==> config.mk <==
export PLATFORM = sky130hd
export DESIGN_NAME = kmeans_iter_ctrl_flat
export DESIGN_NICKNAME = d
export VERILOG_FILES = /design/src/rtl/kmeans_iter_ctrl_pkg.sv /design/src/rtl/kmeans_iter_ctrl_if.sv /design/src/rtl/kmeans_iter_ctrl_valid_pipe.sv /design/src/rtl/kmeans_iter_ctrl.sv /design/src/flat_wrapper.sv
export SDC_FILE = /design/constraint.sdc
export NUM_CORES = 1
export LEC_CHECK = 0
export CORE_MARGIN = 2
export CORE_UTILIZATION = 35
export CTS_CLUSTER_DIAMETER = 50
export CTS_CLUSTER_SIZE = 10
export DETAILED_ROUTE_END_ITERATION = 8
export PLACE_DENSITY = 0.65
export SLEW_MARGIN = 20
export SYNTH_ARGS = -nofsm -noshare
export SYNTH_HDL_FRONTEND = slang
export SYNTH_SLANG_ARGS = --single-unit
export TNS_END_PERCENT = 10
==> constraint.sdc <==
create_clock -name clk -period 2.2 [get_ports clk]
set_input_delay 0.33 -clock clk [delete_from_list [all_inputs] [get_ports clk]]
set_output_delay 0.33 -clock clk [all_outputs]
set_load 0.01 [all_outputs]
==> src/rtl/kmeans_iter_ctrl_pkg.sv <==
// Shared definitions for the k-means iteration controller.
// Holds the controller state type, the centroid/address geometry shared by the
// controller, its interface and the datapath, and a one-hot helper for the
// centroid register write enables.
package kmeans_pkg;

    localparam int CENT_NUM = 8;
    localparam int CENT_W   = $clog2(CENT_NUM);
    localparam int ADDR_W   = 9;

    typedef enum logic [3:0] {
        S_IDLE,
        S_CLEAR,
        S_STREAM,
        S_DRAIN,
        S_DIVIDE,
        S_DIV_WAIT,
        S_WRITE,
        S_CONV_WAIT,
        S_DONE
    } ctrl_state_t;

    // One-hot select of the centroid register that receives the new mean.
    function automatic logic [CENT_NUM-1:0] cent_onehot(input logic [CENT_W-1:0] idx);
        logic [CENT_NUM-1:0] oh;
        oh      = '0;
        oh[idx] = 1'b1;
        return oh;
    endfunction

endpackage

==> src/rtl/kmeans_iter_ctrl_if.sv <==
// Bundle of every control/status signal between the iteration controller and
// the rest of the k-means core (host handshake, point RAM, classification pipe,
// divider, centroid registers and convergence unit).
//  master : the controller (kmeans_iter_ctrl)
//  slave  : host + datapath side
//  Host      : go, abort, first/last_ram_addr -> ; <- busy, done, converged, iter_cnt
//  Point RAM : <- ram_rd_en, ram_addr
//  Datapath  : <- ram_input_reg_en, accumulators_en, pipe_regs_clr, divider_en,
//               cent_idx, centroid_wr_en, convergence_reg_en, convergence_regs_clr
//  Converge  : has_converged, converge_res_available ->
interface kmeans_iter_ctrl_if #(parameter int ITER_W = 5);
    import kmeans_pkg::*;

    logic                go;
    logic                abort;
    logic [ADDR_W-1:0]   first_ram_addr;
    logic [ADDR_W-1:0]   last_ram_addr;
    logic                ram_rd_en;
    logic [ADDR_W-1:0]   ram_addr;
    logic                ram_input_reg_en;
    logic                accumulators_en;
    logic                pipe_regs_clr;
    logic                divider_en;
    logic [CENT_W-1:0]   cent_idx;
    logic [CENT_NUM-1:0] centroid_wr_en;
    logic                convergence_reg_en;
    logic                convergence_regs_clr;
    logic                has_converged;
    logic                converge_res_available;
    logic                busy;
    logic                done;
    logic                converged;
    logic [ITER_W-1:0]   iter_cnt;

    modport master (
        input  go, abort, first_ram_addr, last_ram_addr,
        input  has_converged, converge_res_available,
        output ram_rd_en, ram_addr, ram_input_reg_en, accumulators_en,
        output pipe_regs_clr, divider_en, cent_idx, centroid_wr_en,
        output convergence_reg_en, convergence_regs_clr,
        output busy, done, converged, iter_cnt
    );

    modport slave (
        output go, abort, first_ram_addr, last_ram_addr,
        output has_converged, converge_res_available,
        input  ram_rd_en, ram_addr, ram_input_reg_en, accumulators_en,
        input  pipe_regs_clr, divider_en, cent_idx, centroid_wr_en,
        input  convergence_reg_en, convergence_regs_clr,
        input  busy, done, converged, iter_cnt
    );

endinterface

==> src/rtl/kmeans_iter_ctrl_valid_pipe.sv <==
// kmeans_valid_pipe: valid-bit shift register that shadows the classification
// pipe. A RAM read strobe enters at tap 0 and walks one tap per cycle.
//  clk, rst  : clock, synchronous active-high reset
//  flush     : clear every tap (run cancelled)
//  in_valid  : read strobe entering the pipe
//  head      : tap 0 (one cycle after the read)
//  tail      : tap DEPTH-1 (last stage)
//  empty     : no valid bit anywhere in the pipe
module kmeans_valid_pipe #(
    parameter int DEPTH = 4
) (
    input  logic clk,
    input  logic rst,
    input  logic flush,
    input  logic in_valid,
    output logic head,
    output logic tail,
    output logic empty
);

    logic [DEPTH-1:0] taps;

    always_ff @(posedge clk) begin
        if (rst || flush) begin
            taps <= '0;
        end else begin
            taps <= {taps[DEPTH-2:0], in_valid};
        end
    end

    assign head  = taps[0];
    assign tail  = taps[DEPTH-1];
    assign empty = ~|taps;

endmodule

==> src/rtl/kmeans_iter_ctrl.sv <==
// kmeans_iter_ctrl: top-level sequencer of the k-means core.
// Repeats full iterations (clear, stream points, drain pipe, divide and write
// every centroid, wait for convergence verdict) until convergence or MAX_ITER.
//  clk, rst : clock, synchronous active-high reset
//  bus      : kmeans_iter_ctrl_if master modport (host handshake, RAM strobes,
//             datapath enables, convergence verdict, run status)
// Every strobe is decoded from registered state or taken from a flop, so no
// output depends combinationally on an input.
module kmeans_iter_ctrl
    import kmeans_pkg::*;
#(
    parameter int PIPE_DEPTH = 3,
    parameter int DIV_LAT    = 4,
    parameter int MAX_ITER   = 16,
    parameter int ITER_W     = 5
) (
    input  logic               clk,
    input  logic               rst,
    kmeans_iter_ctrl_if.master bus
);

    localparam int WAIT_W = (DIV_LAT > 1) ? $clog2(DIV_LAT) : 1;

    ctrl_state_t         state_q, state_d;
    logic [ADDR_W-1:0]   first_q, last_q, addr_q;
    logic [CENT_W-1:0]   cent_idx_q;
    logic [WAIT_W-1:0]   wait_cnt;
    logic [ITER_W-1:0]   iter_q;
    logic [ITER_W-1:0]   iter_next;
    logic                conv_q;
    logic                abort_hit;
    logic                pipe_empty;
    logic                pipe_head;
    logic                pipe_tail;
    logic                rd_en;

    // Abort only matters once a run is in flight and overrides every transition.
    assign abort_hit = bus.abort && (state_q != S_IDLE);
    assign iter_next = iter_q + ITER_W'(1);

    kmeans_valid_pipe #(.DEPTH(PIPE_DEPTH + 1)) u_valid_pipe (
        .clk      (clk),
        .rst      (rst),
        .flush    (abort_hit),
        .in_valid (rd_en),
        .head     (pipe_head),
        .tail     (pipe_tail),
        .empty    (pipe_empty)
    );

    // State register.
    always_ff @(posedge clk) begin
        if (rst) begin
            state_q <= S_IDLE;
        end else begin
            state_q <= state_d;
        end
    end

    // Next-state logic.
    always_comb begin
        state_d = state_q;
        if (abort_hit) begin
            state_d = S_IDLE;
        end else begin
            unique case (state_q)
                S_IDLE:      if (bus.go) state_d = S_CLEAR;
                S_CLEAR:     state_d = S_STREAM;
                S_STREAM:    if (addr_q == last_q) state_d = S_DRAIN;
                S_DRAIN:     if (pipe_empty) state_d = S_DIVIDE;
                S_DIVIDE:    state_d = S_DIV_WAIT;
                S_DIV_WAIT:  if (wait_cnt == WAIT_W'(DIV_LAT - 1)) state_d = S_WRITE;
                S_WRITE:     state_d = (cent_idx_q == CENT_W'(CENT_NUM - 1)) ? S_CONV_WAIT : S_DIVIDE;
                S_CONV_WAIT: begin
                    if (bus.converge_res_available) begin
                        if (bus.has_converged || iter_next == ITER_W'(MAX_ITER)) begin
                            state_d = S_DONE;
                        end else begin
                            state_d = S_CLEAR;
                        end
                    end
                end
                S_DONE:      state_d = S_IDLE;
                default:     state_d = S_IDLE;
            endcase
        end
    end

    // Address, centroid index, divider wait counter and run status registers.
    // An abort freezes all of them so iter_cnt keeps the completed count.
    always_ff @(posedge clk) begin
        if (rst) begin
            first_q    <= '0;
            last_q     <= '0;
            addr_q     <= '0;
            cent_idx_q <= '0;
            wait_cnt   <= '0;
            iter_q     <= '0;
            conv_q     <= 1'b0;
        end else if (!abort_hit) begin
            case (state_q)
                S_IDLE: begin
                    if (bus.go) begin
                        first_q <= bus.first_ram_addr;
                        last_q  <= bus.last_ram_addr;
                        iter_q  <= '0;
                        conv_q  <= 1'b0;
                    end
                end
                S_CLEAR:    addr_q <= first_q;
                // Natural 2^ADDR_W overflow gives the wrap-around through 0.
                S_STREAM:   addr_q <= addr_q + ADDR_W'(1);
                S_DRAIN:    if (pipe_empty) cent_idx_q <= '0;
                S_DIVIDE:   wait_cnt <= '0;
                S_DIV_WAIT: wait_cnt <= wait_cnt + WAIT_W'(1);
                S_WRITE: begin
                    if (cent_idx_q != CENT_W'(CENT_NUM - 1)) begin
                        cent_idx_q <= cent_idx_q + CENT_W'(1);
                    end
                end
                S_CONV_WAIT: begin
                    if (bus.converge_res_available) begin
                        iter_q <= iter_next;
                        conv_q <= bus.has_converged;
                    end
                end
                default: ;
            endcase
        end
    end

    // Output decode from the registered state.
    always_comb begin
        rd_en                    = (state_q == S_STREAM);
        bus.ram_rd_en            = rd_en;
        bus.ram_addr             = addr_q;
        bus.ram_input_reg_en     = pipe_head;
        bus.accumulators_en      = pipe_tail;
        bus.pipe_regs_clr        = (state_q == S_CLEAR);
        bus.convergence_regs_clr = (state_q == S_CLEAR);
        bus.divider_en           = (state_q == S_DIVIDE);
        bus.cent_idx             = cent_idx_q;
        bus.centroid_wr_en       = (state_q == S_WRITE) ? cent_onehot(cent_idx_q) : '0;
        bus.convergence_reg_en   = (state_q == S_WRITE);
        bus.busy                 = (state_q != S_IDLE);
        bus.done                 = (state_q == S_DONE);
        bus.converged            = conv_q;
        bus.iter_cnt             = iter_q;
    end

endmodule

==> src/flat_wrapper.sv <==
// flat-port wrapper written by rule: the top's interface ports become plain ports
module kmeans_iter_ctrl_flat import kmeans_pkg::*;
#(
    parameter int PIPE_DEPTH = 3,
    parameter int DIV_LAT    = 4,
    parameter int MAX_ITER   = 16,
    parameter int ITER_W     = 5
)
  (clk, rst, bus_go, bus_abort, bus_first_ram_addr, bus_last_ram_addr, bus_has_converged, bus_converge_res_available, bus_ram_rd_en, bus_ram_addr, bus_ram_input_reg_en, bus_accumulators_en, bus_pipe_regs_clr, bus_divider_en, bus_cent_idx, bus_centroid_wr_en, bus_convergence_reg_en, bus_convergence_regs_clr, bus_busy, bus_done, bus_converged, bus_iter_cnt);
  kmeans_iter_ctrl_if #(.ITER_W(ITER_W)) bus_i ();
  input  logic clk;
  input  logic rst;
  input wire logic [$bits(bus_i.go)-1:0] bus_go;
  input wire logic [$bits(bus_i.abort)-1:0] bus_abort;
  input wire logic [$bits(bus_i.first_ram_addr)-1:0] bus_first_ram_addr;
  input wire logic [$bits(bus_i.last_ram_addr)-1:0] bus_last_ram_addr;
  input wire logic [$bits(bus_i.has_converged)-1:0] bus_has_converged;
  input wire logic [$bits(bus_i.converge_res_available)-1:0] bus_converge_res_available;
  output wire logic [$bits(bus_i.ram_rd_en)-1:0] bus_ram_rd_en;
  output wire logic [$bits(bus_i.ram_addr)-1:0] bus_ram_addr;
  output wire logic [$bits(bus_i.ram_input_reg_en)-1:0] bus_ram_input_reg_en;
  output wire logic [$bits(bus_i.accumulators_en)-1:0] bus_accumulators_en;
  output wire logic [$bits(bus_i.pipe_regs_clr)-1:0] bus_pipe_regs_clr;
  output wire logic [$bits(bus_i.divider_en)-1:0] bus_divider_en;
  output wire logic [$bits(bus_i.cent_idx)-1:0] bus_cent_idx;
  output wire logic [$bits(bus_i.centroid_wr_en)-1:0] bus_centroid_wr_en;
  output wire logic [$bits(bus_i.convergence_reg_en)-1:0] bus_convergence_reg_en;
  output wire logic [$bits(bus_i.convergence_regs_clr)-1:0] bus_convergence_regs_clr;
  output wire logic [$bits(bus_i.busy)-1:0] bus_busy;
  output wire logic [$bits(bus_i.done)-1:0] bus_done;
  output wire logic [$bits(bus_i.converged)-1:0] bus_converged;
  output wire logic [$bits(bus_i.iter_cnt)-1:0] bus_iter_cnt;
  assign bus_i.go = bus_go;
  assign bus_i.abort = bus_abort;
  assign bus_i.first_ram_addr = bus_first_ram_addr;
  assign bus_i.last_ram_addr = bus_last_ram_addr;
  assign bus_i.has_converged = bus_has_converged;
  assign bus_i.converge_res_available = bus_converge_res_available;
  assign bus_ram_rd_en = bus_i.ram_rd_en;
  assign bus_ram_addr = bus_i.ram_addr;
  assign bus_ram_input_reg_en = bus_i.ram_input_reg_en;
  assign bus_accumulators_en = bus_i.accumulators_en;
  assign bus_pipe_regs_clr = bus_i.pipe_regs_clr;
  assign bus_divider_en = bus_i.divider_en;
  assign bus_cent_idx = bus_i.cent_idx;
  assign bus_centroid_wr_en = bus_i.centroid_wr_en;
  assign bus_convergence_reg_en = bus_i.convergence_reg_en;
  assign bus_convergence_regs_clr = bus_i.convergence_regs_clr;
  assign bus_busy = bus_i.busy;
  assign bus_done = bus_i.done;
  assign bus_converged = bus_i.converged;
  assign bus_iter_cnt = bus_i.iter_cnt;
  kmeans_iter_ctrl #(.PIPE_DEPTH(PIPE_DEPTH), .DIV_LAT(DIV_LAT), .MAX_ITER(MAX_ITER), .ITER_W(ITER_W)) u_core (.clk(clk), .rst(rst), .bus(bus_i));
endmodule
==> summary by stage <==
Run status
The flow ran to the end, and the final reports show no timing, DRC or antenna violations.

Synth
Of the synthesized area, sequential elements account for between 30% and 40%. For this run, the leading register cell type out of synthesis is dfxtp_1. In the synthesized netlist, the cells that appear most often are nand2_1, dfxtp_1, a21oi_1. Summing the areas of all fa, ha and maj instances in the mapped netlist gives 2.60% of the synthesized area.

When the netlist entered floorplanning its net count stood at about 330. Of the total synthesized cell area, the portion taken by AND, OR, NAND and NOR gates is 31.6%. The count of yosys warnings during synthesis is 0. The area share of the largest cell type after synthesis is 38.3%.

The share of the synthesized area in compound gates (AO/OA/AOI/OAI) is 18.6%. The cell type with the highest aggregate area in the netlist is dfxtp_1. The most frequent cell after synthesis is nand2_1. In this run, synthesis inferred 0 flip-flops with an integrated enable.

Of the total synthesized cell area, the portion taken by XOR and XNOR cells is 4.00%. The share of synthesized registers carrying an async set or reset is 0%. The distinct cell type count after synthesis is 51.

Of the post-synthesis cell area, the part taken by muxes is between 1 and 1.5%. By area the synthesized netlist is led by dfxtp_1, nand2_1, a21oi_1, xnor2_1, nor2_1. The combinational family with the most area after synthesis is simple AND/OR/NAND/NOR gates. The synthesized netlist cell count is 304.

Dividing the synthesized area by the synthesized cell count gives 7.92 um^2. The cell area that synthesis handed to floorplanning was between 2000 and 2500 um^2. The flip-flop and latch count after synthesis is 46.

Pwr
Net switching is 36.8% of the power. Total power for the finished layout comes to a little under 3 mW. Sequential cells burn 37.2% of the power.

The internal power is about 1.9 mW. Combinational logic burns about two fifths of the power. In this run the static leakage power is roughly 1.2 nW.

Of the total power, the clock network draws 20.9%. For this design the total switching power over the nets is approximately 1.1 mW. The areal power density over the cells is roughly 900 nW/um^2. The worst voltage drop across the vdd grid is 0.485 mV.

Floorplanning
The floorplan step set the die height to just under 90 um. The initial standard-cell utilization of the core is a little over a third. The core region is roughly 6700 um^2. The floorplan die width is approximately 87 um. The number of top-level pins is slightly below 60. The count of standard-cell rows is 30. The overall die area is about 7600 um^2.

Critical path
The slowest stage of the critical path belongs to the cell clkdlybuf4s50_1. For the worst setup path, the data required time is 1870 ps. The worst register-to-register path ends at u_core.bus.iter_cnt[4]. The cell count of the worst reg-to-reg path is 6.

The arrival time reported for the critical path endpoint is 1850 ps. The maximum fanout along the worst path is 14. The startpoint identified for the worst register-to-register timing path is u_core.state_q[0].

The startpoint type of the worst setup path is a flop. The worst setup path is captured at an output port. The worst-case register-to-register setup slack is 220 ps. The largest single stage delay on the critical path is about 570 ps. Traced cell by cell, the critical path runs through buf_4, nand2b_1, nor3_1, clkdlybuf4s50_1.

The critical path is of the reg -> out type.

Final layout
The sequential standard cell area is roughly 930 um^2. The post-route netlist has around 13% of its cells at a drive strength greater than 1. The area growth from synthesis to layout is 37.0%.

Summing all non-filler instances in the final layout gives an area of roughly 3300 um^2. At the end of the flow, the number of nets in the layout was between 300 and 400. The repair_antennas step left the layout with diodes totalling 0.

Leaving out filler cells and counting taps, the final layout contains 450. The fill cell instance count of the final layout is about 700. The multi-input combinational cells in the finished layout cover a total of around 1400 um^2. The share of the core filled with cells in the final layout is 49.1%.

Placed design
After detailed placement, the design holds a cell count of ~440. The number of buffers inserted by port buffering is 58. The post-place setup slack is between 100 and 150 ps. The area of placed instances is 3140 um^2. The routability congestion estimate from global placement is ~0.87. The half-perimeter wire length after placement is 4530 um.

Worst hold path
The worst hold path passes through 2 cells. The worst hold path belongs to the class reg -> reg. The worst hold path begins at u_core.first_q[6]. The endpoint with the worst hold slack is u_core.first_q[6].

Drt
After detailed routing, the number of vias per cell comes to 5.29. After detailed routing, the average wire length per cell comes to ~14 um. The via count is between 2000 and 2500.

The first routing iteration left 91 violations. The detailed-routing iteration count for the pre-antenna-repair pass is 4. In the routed design, unresolved DRC markers number 0. In this run the remaining antenna-violating nets after routing total 0. The total wire length after detailed routing is roughly 6200 um.

Timing
The total count of max-transition violations in the final report is 0. The share of the clock period used by the worst path is 99.0%. In the post-route analysis, the smallest setup slack over all paths is about 22 ps. The post-layout minimum cycle time is 2180 ps. For the final database, setup skew stands at around 5.3 ps. Setup repair after global routing could not meet its margin everywhere. The setup TNS is 0 ps. The count of final hold-check violations is 0. The achievable frequency is around 460 MHz. The headroom to the max-slew limit is 70.7%.

The final-layout worst hold slack is around 460 ps. The number of setup violations in the final report is 0. At the pin with the least slew margin, the transition time is around 440 ps.

Clock network
The later pin in the worst-skew pair is clocked with a latency of roughly 300 ps. Clock tree synthesis inserted a total of 5 buffers. The clock tree from TritonCTS is built. The clock tree synthesis step divided the H-tree into 2 levels. The number of sinks on the clock net is 46. The clock passes through at most 2 buffers. The root buffer cell is clkbuf_8. The clock input transition at the sequential cells of the worst setup and hold paths is 80 ps.

Global routing
The overall fraction of global-route tracks in use is 17.1%. The number of antenna violations at the first check in global routing was 0. The first-pass GRT wire length is around 10000 um. The largest net degree at the start of global routing is 36. The via count of the first global-routing pass is 2260. Global routing finished with a remaining overflow of 0.

Job
The tool flagged a number of max-cap violations equal to 0.
per-layer routing:
metal,wire length [um],global-route usage (%)
met1,2830,22.3
met3,308,2.75
met4,102,6.53
met2,2980,28.2
met5,0,0
layout make-up:
class                           instances  share of cell area (%)
Multi-Input combinational cell        238                    43.3
Clock buffer                            5                    2.09
Timing Repair Buffer                   76                    22.0
Inverter                                2                   0.228
Sequential cell                        46                    28.2
Tap cell                               80                    3.04
Clock inverter                          3                    1.21
worst max path at each step:
stage	from	endpoint	slack (ps)	cells past startpoint
5_1_grt	u_core.state_q[1]	bus_divider_en	-60	4
3_5_place_dp	bus_go	u_core.bus.iter_cnt[4]	120	6
3_3_place_gp	bus_go	u_core.bus.iter_cnt[4]	140	6
4_1_cts	u_core.state_q[3]	bus_ram_rd_en	-60	3
2_1_floorplan	u_core.state_q[1]	bus_centroid_wr_en[1]	280	6
6_report	u_core.state_q[1]	bus_divider_en	20	4
worst max-delay path: cells and delay by family (launching register included):
kind | cells | cell delay (ps)
buffers and inverters | 2 | 760
AND/OR/NAND/NOR | 2 | 440
flip-flops | 1 | 350
power groups by stage:
stage	Clock (mW)	Sequential, mW	Combinational (mW)
after floorplan	0	1.09	0.787
after global placement	0	1.11	1.22
after detailed placement	0	1.12	1.23
after CTS	0.640	1.10	1.24
after global routing	0.668	1.13	1.39
final	0.624	1.11	1.25
state kept, by name, indices dropped and copies added (netlist names):
signal,flops
u_core.bus.converged,1
u_core.bus.ram_addr,9
u_core.last_q,9
u_core.state_q,4
u_core.u_valid_pipe.taps,4
u_core.wait_cnt,2
u_core.bus.iter_cnt,5
u_core.bus.cent_idx,3
u_core.first_q,9
repair_timing:
action                                  in CTS  in global routing
resized for setup                            5                 11
setup buffers                                0                  0
hold buffers                                 0                  0
cloned                                       0                  0
endpoints found under the setup margin      11                 12
cells by family after synthesis:
| group | after synthesis |
|---|---|
| AND/OR/NAND/NOR | 147 |
| AO/OA/AOI/OAI | 72 |
| flip-flops | 46 |
| buffers and inverters | 20 |
| XOR/XNOR | 11 |
| adder cells (fa/ha/maj) | 5 |
| multiplexers | 3 |
layout by cell type (no fill, tap or decap), drive strengths merged, types with 5 or more instances in the layout:
master / Yosys / final
nor2: 22 / 22
nand2: 63 / 63
buf: 8 / 18
a21oi: 40 / 40
nand3: 8 / 8
clkbuf: 10 / 5
clkdlybuf4s50: 0 / 53
dfxtp: 46 / 46
nand2b: 10 / 10
ha: 5 / 5
nor3b: 5 / 5
o21ai: 12 / 12
nor3: 12 / 12
xnor2: 10 / 10
Note: power is estimated with default switching activity, not from simulation.
